**config.mk**
```make
export PLATFORM = sky130hd
export DESIGN_NAME = trig_seq_ctrl
export DESIGN_NICKNAME = d
export VERILOG_FILES = /design/src/rtl/trig_pkg.sv /design/src/rtl/edge_det.sv /design/src/rtl/trig_seq_ctrl.sv
export SDC_FILE = /design/constraint.sdc
export NUM_CORES = 1
export LEC_CHECK = 0
export CAP_MARGIN = 15
export CORE_ASPECT_RATIO = 1.4
export CORE_MARGIN = 1.5
export CORE_UTILIZATION = 56
export DETAILED_ROUTE_END_ITERATION = 8
export HOLD_SLACK_MARGIN = 0.06
export PLACE_DENSITY_LB_ADDON = 0.08
export SLEW_MARGIN = 0
export SYNTH_ARGS = -nofsm -noshare
export SYNTH_HDL_FRONTEND = slang
export SYNTH_SLANG_ARGS = --single-unit
```
**constraint.sdc**
```tcl
create_clock -name adc_clk -period 7.4 [get_ports adc_clk]
set_clock_uncertainty 0.05 [all_clocks]
set_input_delay 1.48 -clock adc_clk [delete_from_list [all_inputs] [get_ports adc_clk]]
set_output_delay 1.48 -clock adc_clk [all_outputs]
set_load 0.02 [all_outputs]
```
**src/rtl/trig_pkg.sv**
```systemverilog
// Shared definitions for the trigger sequencer: FSM encoding, level-write
// select codes and default parameter values.
package trig_pkg;

    typedef enum logic [2:0] {
        S_IDLE    = 3'd0,
        S_LOAD_A  = 3'd1,
        S_LOAD_B  = 3'd2,
        S_RST     = 3'd3,
        S_ARM     = 3'd4,
        S_WAIT_T1 = 3'd5,
        S_FINISH  = 3'd6
    } state_e;

    localparam logic [1:0] SEL_NONE = 2'b00;
    localparam logic [1:0] SEL_A    = 2'b01;
    localparam logic [1:0] SEL_B    = 2'b10;

    localparam int TS_WIDTH_DEF   = 32;
    localparam int RST_CYCLES_DEF = 4;

endpackage

```
**src/rtl/edge_det.sv**
```systemverilog
// Registered rise/fall detector: each pulse appears one cycle after the
// input transition is sampled.
module edge_det (
    input  logic clk,
    input  logic rst_n,
    input  logic din,
    output logic rise,
    output logic fall
);

    logic prev_q, rise_q, fall_q;
    logic prev_d, rise_d, fall_d;

    // compare the current sample against the previous one
    always_comb begin
        prev_d = din;
        rise_d = din & ~prev_q;
        fall_d = ~din & prev_q;
    end

    // edge history and pulse registers
    always_ff @(posedge clk) begin
        if (!rst_n) begin
            prev_q <= 1'b0;
            rise_q <= 1'b0;
            fall_q <= 1'b0;
        end else begin
            prev_q <= prev_d;
            rise_q <= rise_d;
            fall_q <= fall_d;
        end
    end

    assign rise = rise_q;
    assign fall = fall_q;

endmodule

```
**src/rtl/trig_seq_ctrl.sv**
```systemverilog
// Trigger sequencer: programs two levels, pulses the trigger-generator
// reset, then timestamps a channel-A fall and a following channel-B rise.
module trig_seq_ctrl
    import trig_pkg::*;
#(
    parameter int TS_WIDTH   = TS_WIDTH_DEF,
    parameter int RST_CYCLES = RST_CYCLES_DEF
) (
    input  logic                adc_clk,
    input  logic                adc_rst_n,
    input  logic                cmd_start,
    input  logic                cmd_abort,
    input  logic [15:0]         cfg_level_a,
    input  logic [15:0]         cfg_level_b,
    input  logic [TS_WIDTH-1:0] cfg_timeout,
    input  logic                trigger0,
    input  logic                trigger1,
    output logic                trig_reset,
    output logic [1:0]          trig_level_add,
    output logic [15:0]         trig_level,
    output logic                busy,
    output logic                done,
    output logic                timeout,
    output logic [TS_WIDTH-1:0] ts_t0,
    output logic [TS_WIDTH-1:0] ts_t1
);

    localparam int RC_W = $clog2(RST_CYCLES + 1);
    localparam logic [RC_W-1:0]     RC_LAST = RC_W'(RST_CYCLES - 1);
    localparam logic [TS_WIDTH-1:0] TS_ONES = {TS_WIDTH{1'b1}};
    localparam logic [TS_WIDTH-1:0] TS_ZERO = {TS_WIDTH{1'b0}};

    state_e              state_q, state_d;
    logic [15:0]         lvl_b_q, lvl_b_d;
    logic [TS_WIDTH-1:0] to_q, to_d;
    logic [TS_WIDTH-1:0] ts_cnt_q, ts_cnt_d;
    logic [TS_WIDTH-1:0] ts_t0_q, ts_t0_d;
    logic [TS_WIDTH-1:0] ts_t1_q, ts_t1_d;
    logic [RC_W-1:0]     rst_cnt_q, rst_cnt_d;
    logic                seen_high_q, seen_high_d;
    logic                trig_reset_q, trig_reset_d;
    logic [1:0]          add_q, add_d;
    logic [15:0]         level_q, level_d;
    logic                busy_q, busy_d;
    logic                done_q, done_d;
    logic                timeout_q, timeout_d;

    logic rise0_s, fall0_s, rise1_s, fall1_s;
    logic to_hit_s;
    logic unused_s;

    edge_det u_edge0 (.clk(adc_clk), .rst_n(adc_rst_n), .din(trigger0), .rise(rise0_s), .fall(fall0_s));
    edge_det u_edge1 (.clk(adc_clk), .rst_n(adc_rst_n), .din(trigger1), .rise(rise1_s), .fall(fall1_s));

    assign unused_s = rise0_s | fall1_s;
    assign to_hit_s = (to_q != TS_ZERO) && (ts_cnt_q == to_q);

    // next-state and next-output logic; outputs follow the next state so they are aligned with it
    always_comb begin
        state_d      = state_q;
        lvl_b_d      = lvl_b_q;
        to_d         = to_q;
        ts_t0_d      = ts_t0_q;
        ts_t1_d      = ts_t1_q;
        rst_cnt_d    = rst_cnt_q;
        trig_reset_d = 1'b0;
        add_d        = SEL_NONE;
        level_d      = level_q;
        done_d       = 1'b0;
        timeout_d    = 1'b0;
        case (state_q)
            S_IDLE: begin
                if (cmd_start && !cmd_abort) begin
                    state_d = S_LOAD_A;
                    lvl_b_d = cfg_level_b;
                    to_d    = cfg_timeout;
                    ts_t0_d = TS_ONES;
                    ts_t1_d = TS_ONES;
                    add_d   = SEL_A;
                    level_d = cfg_level_a;
                end else begin
                    state_d = S_IDLE;
                end
            end
            S_LOAD_A: begin
                state_d = S_LOAD_B;
                add_d   = SEL_B;
                level_d = lvl_b_q;
            end
            S_LOAD_B: begin
                state_d      = S_RST;
                rst_cnt_d    = {RC_W{1'b0}};
                trig_reset_d = 1'b1;
            end
            S_RST: begin
                if (rst_cnt_q == RC_LAST) begin
                    state_d = S_ARM;
                end else begin
                    rst_cnt_d    = rst_cnt_q + 1'b1;
                    trig_reset_d = 1'b1;
                end
            end
            S_ARM: begin
                if (fall0_s && seen_high_q) begin
                    state_d = S_WAIT_T1;
                    ts_t0_d = ts_cnt_q;
                end else if (to_hit_s) begin
                    state_d   = S_FINISH;
                    timeout_d = 1'b1;
                end else begin
                    state_d = S_ARM;
                end
            end
            S_WAIT_T1: begin
                if (rise1_s) begin
                    state_d = S_FINISH;
                    ts_t1_d = ts_cnt_q;
                    done_d  = 1'b1;
                end else if (to_hit_s) begin
                    state_d   = S_FINISH;
                    timeout_d = 1'b1;
                end else begin
                    state_d = S_WAIT_T1;
                end
            end
            S_FINISH: state_d = S_IDLE;
            default:  state_d = S_IDLE;
        endcase

        // abort overrides every event outside IDLE
        if (cmd_abort && (state_q != S_IDLE)) begin
            state_d      = S_IDLE;
            trig_reset_d = 1'b1;
            add_d        = SEL_NONE;
            level_d      = level_q;
            done_d       = 1'b0;
            timeout_d    = 1'b0;
            ts_t0_d      = ts_t0_q;
            ts_t1_d      = ts_t1_q;
        end else begin
            state_d = state_d;
        end

        if ((state_d == S_RST) && (state_q != S_RST)) begin
            ts_cnt_d = TS_ZERO;
        end else if ((state_d inside {S_RST, S_ARM, S_WAIT_T1}) && (ts_cnt_q != TS_ONES)) begin
            ts_cnt_d = ts_cnt_q + 1'b1;
        end else begin
            ts_cnt_d = ts_cnt_q;
        end

        seen_high_d = (state_q == S_ARM) ? (seen_high_q | trigger0) : 1'b0;
        busy_d      = (state_d != S_IDLE);
    end

    // state and registered outputs
    always_ff @(posedge adc_clk) begin
        if (!adc_rst_n) begin
            state_q      <= S_IDLE;
            lvl_b_q      <= 16'h0000;
            to_q         <= TS_ZERO;
            ts_cnt_q     <= TS_ZERO;
            ts_t0_q      <= TS_ONES;
            ts_t1_q      <= TS_ONES;
            rst_cnt_q    <= {RC_W{1'b0}};
            seen_high_q  <= 1'b0;
            trig_reset_q <= 1'b1;
            add_q        <= SEL_NONE;
            level_q      <= 16'h0000;
            busy_q       <= 1'b0;
            done_q       <= 1'b0;
            timeout_q    <= 1'b0;
        end else begin
            state_q      <= state_d;
            lvl_b_q      <= lvl_b_d;
            to_q         <= to_d;
            ts_cnt_q     <= ts_cnt_d;
            ts_t0_q      <= ts_t0_d;
            ts_t1_q      <= ts_t1_d;
            rst_cnt_q    <= rst_cnt_d;
            seen_high_q  <= seen_high_d;
            trig_reset_q <= trig_reset_d;
            add_q        <= add_d;
            level_q      <= level_d;
            busy_q       <= busy_d;
            done_q       <= done_d;
            timeout_q    <= timeout_d;
        end
    end

    assign trig_reset     = trig_reset_q;
    assign trig_level_add = add_q;
    assign trig_level     = level_q;
    assign busy           = busy_q;
    assign done           = done_q;
    assign timeout        = timeout_q;
    assign ts_t0          = ts_t0_q;
    assign ts_t1          = ts_t1_q;

endmodule

```
Word-level counts from Yosys, hierarchy flattened
Cells that the tools add are included.

cells by class
  bitwise operators = 8
  add/sub/neg operators = 2
  divide/modulo/power cells = 0
  shift operators = 0
  multiplexer cells = 26
  reduce and logical (&&, ||, !) cells = 25
  $mul = 0
  eq/ne operators = 16
  order comparisons = 0

operators by type and width
  kind                   count
  $pmux 32 s2            2
  $mux 32                3
  $add 32x1->32 const B  1
  $eq 32x32->1           1
  $ne 32x32->1 const B   1
  $pmux 16 s2            1
  $reduce_bool 32->1     1
  $pmux 3 s6             1
  $mux 16                1
  $eq 3x2->1 const B     4
  $eq 3x3->1 const B     4
  $mux 3                 3
  $reduce_bool 3->1      3
  $mux 2                 4
  $reduce_and 4->1       2
  $reduce_bool 2->1      4
  $mux 1                 7
  $logic_and 1x1->1      6
  $ne 2x2->1 const B     3
  $pmux 3 s2             1
  $reduce_and 2->1       3
  $not 1->1              5
  $pmux 1 s2             2
  $pmux 2 s2             1
  11 further kinds       13

word-level totals
  word-level logic and storage cells = 95
  bits in read-only memories = 0
  input port bits = 70
  bits in latches = 0
  bits in writable memories = 0
  output and inout bits = 86
  memories = 0
  register bits after elaboration = 177

Longest topological paths before layout
Gate-level depths: netlist (run 1).

  word-level depth = 9
  depth in mapped cells = 10
  depth with buffers taken out = 9

Cells and area by module
A second synthesis (run 1) with hierarchy kept.

unflattened totals
  cell total of the unflattened synthesis = 935
  area total of the unflattened synthesis = 7764.9 um^2

modules (own cells, without submodules)
  module         cells an instance  seq. area each (um^2)  area each (um^2)  instances
  trig_seq_ctrl  923                3463.3                 7594.8            1
  edge_det       6                  60.1                   85.1              2

Least setup slack after synthesis (run 1)
OpenSTA, ideal clock, no wires.

  path kind = input to register
  start = input port cmd_abort
  end = register ts_cnt_q[20]
  library setup time = 113 ps
  stages on the path = 5
  path buffers = 2
  slack = 4151 ps
  required time = 7237 ps
  data arrival time = 3086 ps
  cell sequence = clkbuf_1 -> o41ai_1 -> clkbuf_1 -> a2111o_1 -> nand2_1

between the ends
  word-level cells in the longest chain between the ends = 8
  elaborated cells between the ends (all ways) = 13
  classes of those cells = 3 x eq/ne; 3 x mux; 7 x reduce/logical

RTL lines
  item                                                    line                                        source
  start: declaration                                      trig_seq_ctrl.sv:12                         input logic cmd_abort,
  $logic_not 1->1                                         trig_seq_ctrl.sv:73                         if (cmd_start && !cmd_abort) begin
  $logic_and 1x1->1                                       trig_seq_ctrl.sv:73
  $mux 1                                                  trig_seq_ctrl.sv:73
  $pmux 3 s6                                              trig_seq_ctrl.sv:71                         case (state_q)
  $mux 3 *                                                trig_seq_ctrl.sv:131                        if (cmd_abort && (state_q != S_IDLE)) begin
  $eq 3x2->1 or $eq 3x3->1 (tied branches)                trig_seq_ctrl.sv:144, trig_seq_ctrl.sv:146
  $reduce_bool 3->1 or $logic_and 1x1->1 (tied branches)  trig_seq_ctrl.sv:146, trig_seq_ctrl.sv:144
  $logic_and 1x1->1 or $reduce_or 2->1 (tied branches)    --
  end signal: assignment                                  trig_seq_ctrl.sv:177                        ts_cnt_q <= ts_cnt_d;
  end: declaration                                        trig_seq_ctrl.sv:36                         logic [TS_WIDTH-1:0] ts_cnt_q, ts_cnt_d;

Every way passes the cells marked *; elsewhere a longest branch is shown, timed or not.
A chain may end at the register's enable or synchronous reset.

Final worst setup path (run 1)
  start = input port cmd_abort
  end = register ts_cnt_q[25]

The elaborated chain is that of the path after synthesis.

==> results of run 1 <==
==> synth_stat cells, types with 3 or more instances <==
library cell	instances	share of area
inv_1	12	0.0055
a21o_1	5	0.0046
a211o_1	5	0.0053
nor2b_1	5	0.0038
or3_1	6	0.0046
o21ai_1	7	0.0043
nor2_1	77	0.035
nand4_1	16	0.012
o211a_1	16	0.020
a21boi_1	3	0.0027
nand2_1	163	0.075
buf_1	5	0.0023
buf_2	14	0.0086
o21ai_0	73	0.045
a2111o_1	9	0.012
a31oi_1	4	0.0031
dfxtp_1	177	0.43
and3_1	3	0.0023
nand3_1	21	0.013
nand2b_1	15	0.011
a21oi_1	19	0.012
and2_1	10	0.0076
buf_6	6	0.0082
nor3b_1	6	0.0055
nor3_1	73	0.045
o211ai_1	4	0.0037
a21boi_0	50	0.046
nor4_1	33	0.025
or4_1	3	0.0027
xor2_1	32	0.034
clkbuf_1	64	0.029
mux2i_1	31	0.038
ha_1	3	0.0046
==> power by group <==
group	total, mW	leakage (nW)	internal, mW	switching (mW)
Clock	0.861	0.261	0.469	0.392
Combinational	0.248	2.21	0.109	0.138
Sequential	1.00	1.44	0.980	0.0235
Total	2.11	3.91	1.56	0.553
==> cells in the final DEF, fill, tap and decap left out, types with 6 or more instances in the layout <==
cell type        count
nand3_1             21
a21oi_1             19
nor4_1              31
o21ai_1              7
clkbuf_16           17
a2111o_1             9
buf_4               13
dfxtp_1            177
xor2_1              32
nor2_1              77
clkdlybuf4s50_1    154
nor3_1              72
o21ai_0             73
inv_1               12
or3_1                6
o211a_1             16
nand4_1             16
nand2_1            163
and2_1              10
a21boi_0            50
nand2b_1            15
mux2i_1             31
==> cells by family (layout without fill, tap and decap cells) <==
| kind of cell | after synthesis | in the layout | synth area share |
|---|---|---|---|
| compound gates | 212 | 212 | 0.178 |
| buf+inv | 104 | 213 | 0.0560 |
| simple gates | 440 | 440 | 0.255 |
| fa+ha+maj | 3 | 3 | 0.00458 |
| xor+xnor | 32 | 32 | 0.0342 |
| mux | 32 | 32 | 0.0392 |
| flops | 177 | 177 | 0.432 |
==> critical path: cells and delay by family <==
kind	cells	cell delay, ns
AO/OA/AOI/OAI	3	1.01
AND/OR/NAND/NOR	3	0.77
multiplexers	1	0.21
buffers and inverters	1	0.66
==> per-layer routing <==
layer | share of wire | wire, microns | global-route usage
met4 | 0.037 | 785 | 0.137
met3 | 0.063 | 1340 | 0.0554
met2 | 0.48 | 10300 | 0.478
met5 | 0 | 0 | 0
met1 | 0.42 | 9000 | 0.343
==> flip-flops by register name, summed over array words and instances, names as in the netlist <==
name            cells
to_q               32
trig_level         16
ts_t0              32
rst_cnt_q           3
u_edge1.rise        1
u_edge1.prev_q      1
ts_t1              32
timeout             1
busy                1
state_q             3
u_edge0.prev_q      1
seen_high_q         1
u_edge0.fall        1
lvl_b_q            16
done                1
trig_reset          1
trig_level_add      2
ts_cnt_q           32
==> worst paths after layout <==
kind	from	endpoint
worst min-delay path	u_edge1.prev_q$_SDFF_PN0_	u_edge1.rise$_SDFF_PN0_
worst max-delay path	cmd_abort	ts_cnt_q[25]$_SDFFE_PP0P_
worst min register to register	u_edge1.prev_q$_SDFF_PN0_	u_edge1.rise$_SDFF_PN0_
worst max register to register	ts_cnt_q[26]$_SDFFE_PP0P_	ts_cnt_q[25]$_SDFFE_PP0P_
==> final cells by class <==
cell class / count / area, sq um / share of cell area
multi-input combinational: 719 / 4230 / 0.410
sequential: 177 / 3540 / 0.344
timing repair buffer: 169 / 1690 / 0.164
clock buffer: 19 / 433 / 0.0420
tap: 189 / 236 / 0.0229
clock inverter: 13 / 126 / 0.0123
inverter: 12 / 45.0 / 0.00437
==> metrics by stage <==
stage	hold slack (ns)	instance area, sq um
floorplan	0.317	8190
global placement	0.321	9690
detailed placement	0.327	9690
CTS	0.342	10200
global route	0.357	10300
finish	0.337	10300
==> reports/summary.txt, run 1 <==
Via/cell ratio: 5.73
Max Slew Vio Count: 0
Least-Margin Pin Slew: 1.01 ns
Largest net degree at the start of global routing: 91
Leakage power: 3.91 nW
Placer congestion estimate: 0.976
Reg2Reg Depth: 7
Max VDD drop: 0.000133 V
Via Count: 7,432
Critical path class: in -> reg
Pwr Total: 2.11 mW
First-pass GRT wire length: 35.1 mm
Max-slew headroom: 0.325
Max Fanout on Critical Path: 27
Syn-to-layout area delta: 25.8%
Async SR Flop Fraction: 0
Ant. Diodes: 0
Avg WL per Cell: 16.5 microns
Post-DP HPWL: 14.5 mm
Final cycle utilization of the critical path: 0.520
CP arrival: 4.15 ns
Max frequency: 260 MHz
Placed Cells: 1,264
Post-Place Setup Slack: 3.14 ns
Number of synthesized register bits: 177
GRT overflow: 0
FP Rows: 52
Final non-filler cell total: 1,298
Final setup TNS: 0 ns
Mapped cell area: 0.00819 sq mm
Tmin final: 3.85 ns
Clock Root Buffer: clkbuf_16
Worst setup EP type: flip-flop
Drt pass-1 iters: 5
Avg Inst Size Synth: 8.19 sq um
Worst-skew pair later-pin latency: 0.43 ns
Post-cts resize count: 0
# fillers: 1,162
Final setup margin: 3.55 ns
ANT nets after route: 0
IO Port Bufs: 155
Top FF cell, synth: dfxtp_1
Post-synthesis sequential area ratio: 0.432
CTS Hold Buffers Added: 0
Initial Util: 0.570
Crit-path cells: clkdlybuf4s50_1 > a21o_1 > nand2_1 > nand2b_1 > nor4_4 > o21ai_4 > a2111oi_2 > mux2i_1
CTS tree: built
Max-cap violations: 0
Die Area: 0.0154 sq mm
Outcome: complete, no violations
Layout Utilization: 0.717
Post-synthesis instance total: 1,000
Post-CTS setup buffers: 0
Unrepaired setup endpoints after global routing: false
Nets@finish: 1,169
Share of layout cells above drive strength 1: 0.0550
1st-iter DRT viols: 420
Antenna violations before repair: 0
Clock-pin slew on the worst setup and hold paths: 0.07 ns
R2R Setup Slk: 4.22 ns
Max incr delay on CP: 0.66 ns
Die Height: 146 microns
Placeable Area: 0.0144 sq mm
Number of buffers on the longest clock path: 2
Num Clock Sinks: 177
CP max-delay cell: clkdlybuf4s50_1
Top Ports: 156
Die width: 105 microns
Final hold violation count: 0
CTS H-tree depth: 4
Pwr Density: 205 mW/mm^2
Post-synth EDFFs: 0
Drt drc: 0
Worst hold stages: 1
Startpoint Class: input port
Total Routed Length: 21.4 mm
CTS Buf Count: 17
CP required: 7.70 ns
GRT Util Overall: 0.283
Final setup vio count: 0
Syn nets: 1,073
Number of global-route vias before repair: 7,003
Hold Path Class: reg -> reg
Post-synthesis cell type count: 57
Synth Warn #: 0
Power figures use the tool's default switching activity.
==> inputs of run 2 (changes only) <==
--- a/config.mk
+++ b/config.mk
@@ -8,7 +8,7 @@
 export CAP_MARGIN = 15
 export CORE_ASPECT_RATIO = 1.4
 export CORE_MARGIN = 1.5
-export CORE_UTILIZATION = 56
+export CORE_UTILIZATION = 47
 export DETAILED_ROUTE_END_ITERATION = 8
 export HOLD_SLACK_MARGIN = 0.06
 export PLACE_DENSITY_LB_ADDON = 0.08
==> constraint.sdc (replaced) <==
create_clock -name adc_clk -period 3.44 [get_ports adc_clk]
set_clock_uncertainty 0.05 [all_clocks]
set_input_delay 0.688 -clock adc_clk [delete_from_list [all_inputs] [get_ports adc_clk]]
set_output_delay 0.688 -clock adc_clk [all_outputs]
set_load 0.02 [all_outputs]
==> run 2 against run 1 <==
  * Total power rose by 120%
  * Sequential cell count did not move
  * Sequential share of layout area fell by 0.68 points
  * Critical path depth did not move
  * Wire length rose by 3.6%
  * Register-to-register slack got worse by 3.6 ns
  * Final cell count rose by 4.7%
  * Via count fell by 0.40%
  * Sequential power rose by 120%
  * Critical path type is now reg -> reg
  * Largest cell class unchanged
  * Highest routed layer unchanged
==> reports/summary.txt, run 2 (synthesis gave the netlist of run 1 again) <==
Worst-skew pair later-pin latency: 0.43 ns
Post-CTS setup buffers: 0
Avg WL per Cell: 16.3 microns
Via Count: 7,402
Die width: 115 microns
CTS Hold Buffers Added: 0
Placer congestion estimate: 0.945
Drt drc: 0
Worst hold endpoint: u_edge1.rise$_SDFF_PN0_
Most frequent cells in the layout: 177 x dfxtp_1, 163 x nand2_1, 154 x clkdlybuf4s50_1, 77 x nor2_1, 73 x o21ai_0
Most common cell after layout, fill and taps aside: dfxtp_1
Final setup TNS: 0 ns
Number of buffers on the longest clock path: 2
GRT Util Overall: 0.248
Hold Path Class: reg -> reg
Final cycle utilization of the critical path: 0.832
Die Area: 0.0182 sq mm
Final hold violation count: 0
Unrepaired setup endpoints after global routing: false
First-pass GRT wire length: 36.1 mm
Initial Util: 0.485
Number of global-route vias before repair: 6,997
Die Height: 159 microns
Reg2Reg Capture Point: ts_cnt_q[13]$_SDFFE_PP0P_
Share of layout cells above drive strength 1: 0.0692
Tmin final: 2.86 ns
Nets@finish: 1,187
Top Ports: 156
Critical path class: reg -> reg
1st-iter DRT viols: 549
CP required: 3.76 ns
CTS H-tree depth: 4
Max Fanout on Critical Path: 26
Total Routed Length: 22.2 mm
RR Startpoint: ts_cnt_q[3]$_SDFFE_PP0P_
IO Port Bufs: 155
Post-cts resize count: 0
Worst setup EP type: flip-flop
Pwr Total: 4.62 mW
Max-slew headroom: 0.330
Clock-pin slew on the worst setup and hold paths: 0.07 ns
Drt pass-1 iters: 5
Max VDD drop: 0.000339 V
Largest net degree at the start of global routing: 140
Pwr Density: 440 mW/mm^2
CP arrival: 3.18 ns
Final setup vio count: 0
Least-Margin Pin Slew: 1.01 ns
Final setup margin: 0.577 ns
Max frequency: 349 MHz
Post-DP HPWL: 15.6 mm
Num Clock Sinks: 177
Hold path start: u_edge1.prev_q$_SDFF_PN0_
Outcome: complete, no violations
Post-Place Setup Slack: 0.439 ns
R2R Setup Slk: 0.58 ns
CTS tree: built
FP Rows: 56
Ant. Diodes: 0
Startpoint Class: flip-flop
Clock Root Buffer: clkbuf_16
Max-cap violations: 0
Syn-to-layout area delta: 28.3%
CTS Buf Count: 17
Placeable Area: 0.0169 sq mm
ANT nets after route: 0
Leakage power: 4.01 nW
Antenna violations before repair: 0
Reg2Reg Depth: 8
Max Slew Vio Count: 0
Via/cell ratio: 5.45
GRT overflow: 0
Worst hold stages: 1
==> run 2: cell types whose count changed in the layout (fill, tap and decap cells not counted), sizes merged <==
cell	previous run	this run
buf	15	33
bufinv	1	2
clkbuf	19	21
clkinv	3	5
clkinvlp	4	1
inv	17	15
==> run 2: area by class of cell <==
cell class / count / area [sq um]
multi-input cells: 719 / 4230
repair buffers: 187 / 1830
clock buffers: 21 / 450
inverters: 12 / 45.0
clock inverters: 11 / 130
flip-flops and latches: 177 / 3540
fillers: 1565 / 6370
well taps: 232 / 290
==> run 2: worst max-delay path, cell delays in order, from the launching register on <==
cell	delay, ns
dfxtp_1	0.53
xor2_1	0.15
nor4_1	0.31
nand4_1	0.27
nor4_4	0.65
o21ai_4	0.13
buf_4	0.25
a2111o_1	0.39
o21ai_1	0.07
==> run 2: worst max path at each step <==
stage                                   start                         to  slack (ns)  cells past startpoint
floorplan                           cmd_abort  ts_cnt_q[20]$_SDFFE_PP0P_        0.98                      5
detailed placement                  cmd_abort  ts_cnt_q[13]$_SDFFE_PP0P_        0.44                      9
global placement                    cmd_abort  ts_cnt_q[11]$_SDFFE_PP0P_        0.48                      9
CTS                  ts_cnt_q[9]$_SDFFE_PP0P_  ts_cnt_q[13]$_SDFFE_PP0P_        0.58                      8
global route        ts_cnt_q[17]$_SDFFE_PP0P_  ts_cnt_q[30]$_SDFFE_PP0P_        0.32                      6
finish               ts_cnt_q[3]$_SDFFE_PP0P_  ts_cnt_q[13]$_SDFFE_PP0P_        0.58                      8
==> run 2: routing by layer <==
| metal | vias to the layer above | global-route usage | part of all wire |
|---|---|---|---|
| met5 | - | 0 | 0 |
| met4 | 0 | 0.0977 | 0.032 |
| met3 | 40 | 0.0689 | 0.062 |
| met2 | 233 | 0.419 | 0.48 |
| met1 | 3414 | 0.295 | 0.43 |
| li1 | 3715 | - | - |
==> run 2: report_power, final <==
| group | leakage [nW] | total, mW | switching (mW) | internal (mW) |
|---|---|---|---|---|
| logic | 2.29 | 0.539 | 0.296 | 0.243 |
| clock network | 0.282 | 1.92 | 0.825 | 1.10 |
| registers | 1.44 | 2.16 | 0.0512 | 2.11 |
==> run 2: through the flow <==
stage	hold slack (ns)	utilization	cell area (sq um)	instances
after floorplan	0.317	-	8190	1000
after global routing	0.368	0.623	10500	1359
after CTS	0.340	0.623	10500	1359
after detailed placement	0.331	0.588	9930	1327
after global placement	0.323	0.588	9930	1327
final	0.336	0.623	10500	1359
==> inputs of run 3 (changes only) <==
==> constraint.sdc (replaced) <==
create_clock -name adc_clk -period 2.3 [get_ports adc_clk]
set_clock_uncertainty 0.05 [all_clocks]
set_input_delay 0.46 -clock adc_clk [delete_from_list [all_inputs] [get_ports adc_clk]]
set_output_delay 0.46 -clock adc_clk [all_outputs]
set_load 0.02 [all_outputs]
==> run 3 against run 2 <==
  * The flow now finishes with violations (setup timing)
  * Highest routed layer unchanged
  * Setup slack worse by 0.72 ns
  * Core utilization increased by 7.5 points
  * Final area rose by 12%
  * Critical path type unchanged
==> reports/summary.txt, run 3 (synthesis gave the netlist of run 1 again) <==
Final cycle utilization of the critical path: 1.06
CP max-delay cell: or4_4
First-pass GRT wire length: 39.1 mm
Post-DP HPWL: 17.2 mm
Unrepaired setup endpoints after global routing: true
Num Clock Sinks: 177
CTS Buf Count: 17
Pwr Total: 7.14 mW
Worst Hold Margin: 0.361 ns
Total Routed Length: 24.0 mm
ANT nets after route: 0
Max Slew Vio Count: 0
Max VDD drop: 0.000423 V
Most common cell after layout, fill and taps aside: nand2_1
Reg2Reg Depth: 9
Crit path buf inv count: 2
Pwr Density: 606 mW/mm^2
Final hold violation count: 0
Number of buffers on the longest clock path: 2
Layout Utilization: 0.698
Reg2Reg Capture Point: ts_cnt_q[16]$_SDFFE_PP0P_
Avg WL per Cell: 16.4 microns
Via Count: 7,933
Crit-path most repeated cell: nand4_1
Most frequent cells in the layout: 161 x nand2_1, 154 x clkdlybuf4s50_1, 151 x dfxtp_1, 122 x buf_4, 76 x nor2_1
1st-iter DRT viols: 631
CP arrival: 2.74 ns
Worst-skew pair later-pin latency: 0.43 ns
Initial Util: 0.485
Placer congestion estimate: 0.936
Worst hold stages: 1
R2R Setup Slk: -0.14 ns
Antenna violations before repair: 0
Top Ports: 156
Number of global-route vias before repair: 7,825
Placeable Area: 0.0169 sq mm
CTS H-tree depth: 4
Die width: 115 microns
Final setup TNS: -2.73 ns
Max frequency: 410 MHz
GRT Util Overall: 0.267
Clock-pin slew on the worst setup and hold paths: 0.07 ns
Drt drc: 0
Clock Root Buffer: clkbuf_16
Final setup vio count: 32
Finished Cell Area: 0.0118 sq mm
Placed Cells: 1,416
CP required: 2.60 ns
Syn-to-layout area delta: 43.8%
Final setup margin: -0.139 ns
Share of layout cells above drive strength 1: 0.203
Area post-placement: 0.0107 sq mm
Least-Margin Pin Slew: 0.535 ns
FP Rows: 56
Outcome: complete, but fails checks
Post-Place Setup Slack: -0.360 ns
Via/cell ratio: 5.41
CTS tree: built
Drt pass-1 iters: 5
Largest net degree at the start of global routing: 67
Leakage power: 4.70 nW
Max Fanout on Critical Path: 4
Hold Path Class: reg -> reg
Die Height: 159 microns
GRT overflow: 0
Max-slew headroom: 0.644
RR Startpoint: ts_cnt_q[4]$_SDFFE_PP0P_
IO Port Bufs: 155
Startpoint Class: flip-flop
Crit-path cells: xor2_1 > nor4_1 > nand4_1 > buf_6 > or4_4 > nand4_1 > buf_4 > a21o_1 > mux2i_1
Hold path start: u_edge1.prev_q$_SDFF_PN0_
Crit path max-delay family: simple AND/OR/NAND/NOR gates
Failing checks: setup timing
Final non-filler cell total: 1,467
Max incr delay on CP: 0.53 ns
Tmin final: 2.44 ns
Critical path class: reg -> reg
Nets@finish: 1,295
Worst setup EP type: flip-flop
Ant. Diodes: 0
Max-cap violations: 0
Worst hold endpoint: u_edge1.rise$_SDFF_PN0_
Die Area: 0.0182 sq mm
CTS Hold Buffers Added: 0
## run 3: cell types whose count changed in the layout (fill, tap and decap cells not counted), moves of 10 or more
cell and change:
dfxtp_2 +22, dfxtp_1 -26, nor4_2 +12, buf_12 +10, buf_4 +92, nor4_1 -12
## run 3: worst max path at each step
stage	startpoint	to	slack [ns]	cells after the start
6_report	ts_cnt_q[4]$_SDFFE_PP0P_	ts_cnt_q[16]$_SDFFE_PP0P_	-0.14	9
5_1_grt	to_q[16]$_SDFFE_PN0P_	ts_cnt_q[4]$_SDFFE_PP0P_	-0.34	9
4_1_cts	to_q[7]$_SDFFE_PN0P_	ts_cnt_q[30]$_SDFFE_PP0P_	-0.13	9
3_5_place_dp	cmd_abort	ts_cnt_q[22]$_SDFFE_PP0P_	-0.36	8
3_3_place_gp	cmd_abort	ts_cnt_q[18]$_SDFFE_PP0P_	-0.31	10
2_1_floorplan	ts_cnt_q[10]$_SDFFE_PP0P_	ts_cnt_q[15]$_SDFFE_PP0P_	-0.06	9
## run 3: cell type report
type | instances | area, sq um
Clock buffer | 22 | 464
Sequential cell | 177 | 3590
Tap cell | 232 | 290
Fill cell | 1386 | 5100
Timing Repair Buffer | 295 | 2800
Inverter | 12 | 45.0
Clock inverter | 10 | 128
Multi-Input combinational cell | 719 | 4470
## run 3: what timing repair did
| action | 4_1_cts | 5_1_grt |
|---|---|---|
| cloned | 1 | 0 |
| resized for setup | 57 | 23 |
| buffers inserted | 15 | 3 |
| hold endpoints to repair | 0 | 0 |
| pin swaps | 24 | 9 |
| endpoints found under the setup margin | 32 | 33 |
## run 3: power by group
| group | switching (mW) | leakage, nW | total (mW) | internal (mW) |
|---|---|---|---|---|
| combinational | 0.506 | 2.96 | 1.00 | 0.496 |
| clock | 1.24 | 0.287 | 2.92 | 1.68 |
| sequential | 0.0698 | 1.45 | 3.22 | 3.15 |
## run 3: worst reg2reg max path, delay by kind of cell (launching register included)
| kind | cells | cell delay (ns) |
|---|---|---|
| mux | 1 | 0.17 |
| xor+xnor | 1 | 0.17 |
| compound gates | 1 | 0.13 |
| flops | 1 | 0.35 |
| simple gates | 4 | 1.17 |
| buf+inv | 2 | 0.32 |
## run 3: metal layers
| metal | track usage | up-vias | wire [microns] |
|---|---|---|---|
| met5 | 0 | - | 0 |
| met4 | 0.107 | 0 | 699 |
| met3 | 0.0457 | 42 | 1180 |
| met2 | 0.469 | 250 | 12000 |
| met1 | 0.319 | 3714 | 10100 |
| li1 | - | 3927 | - |
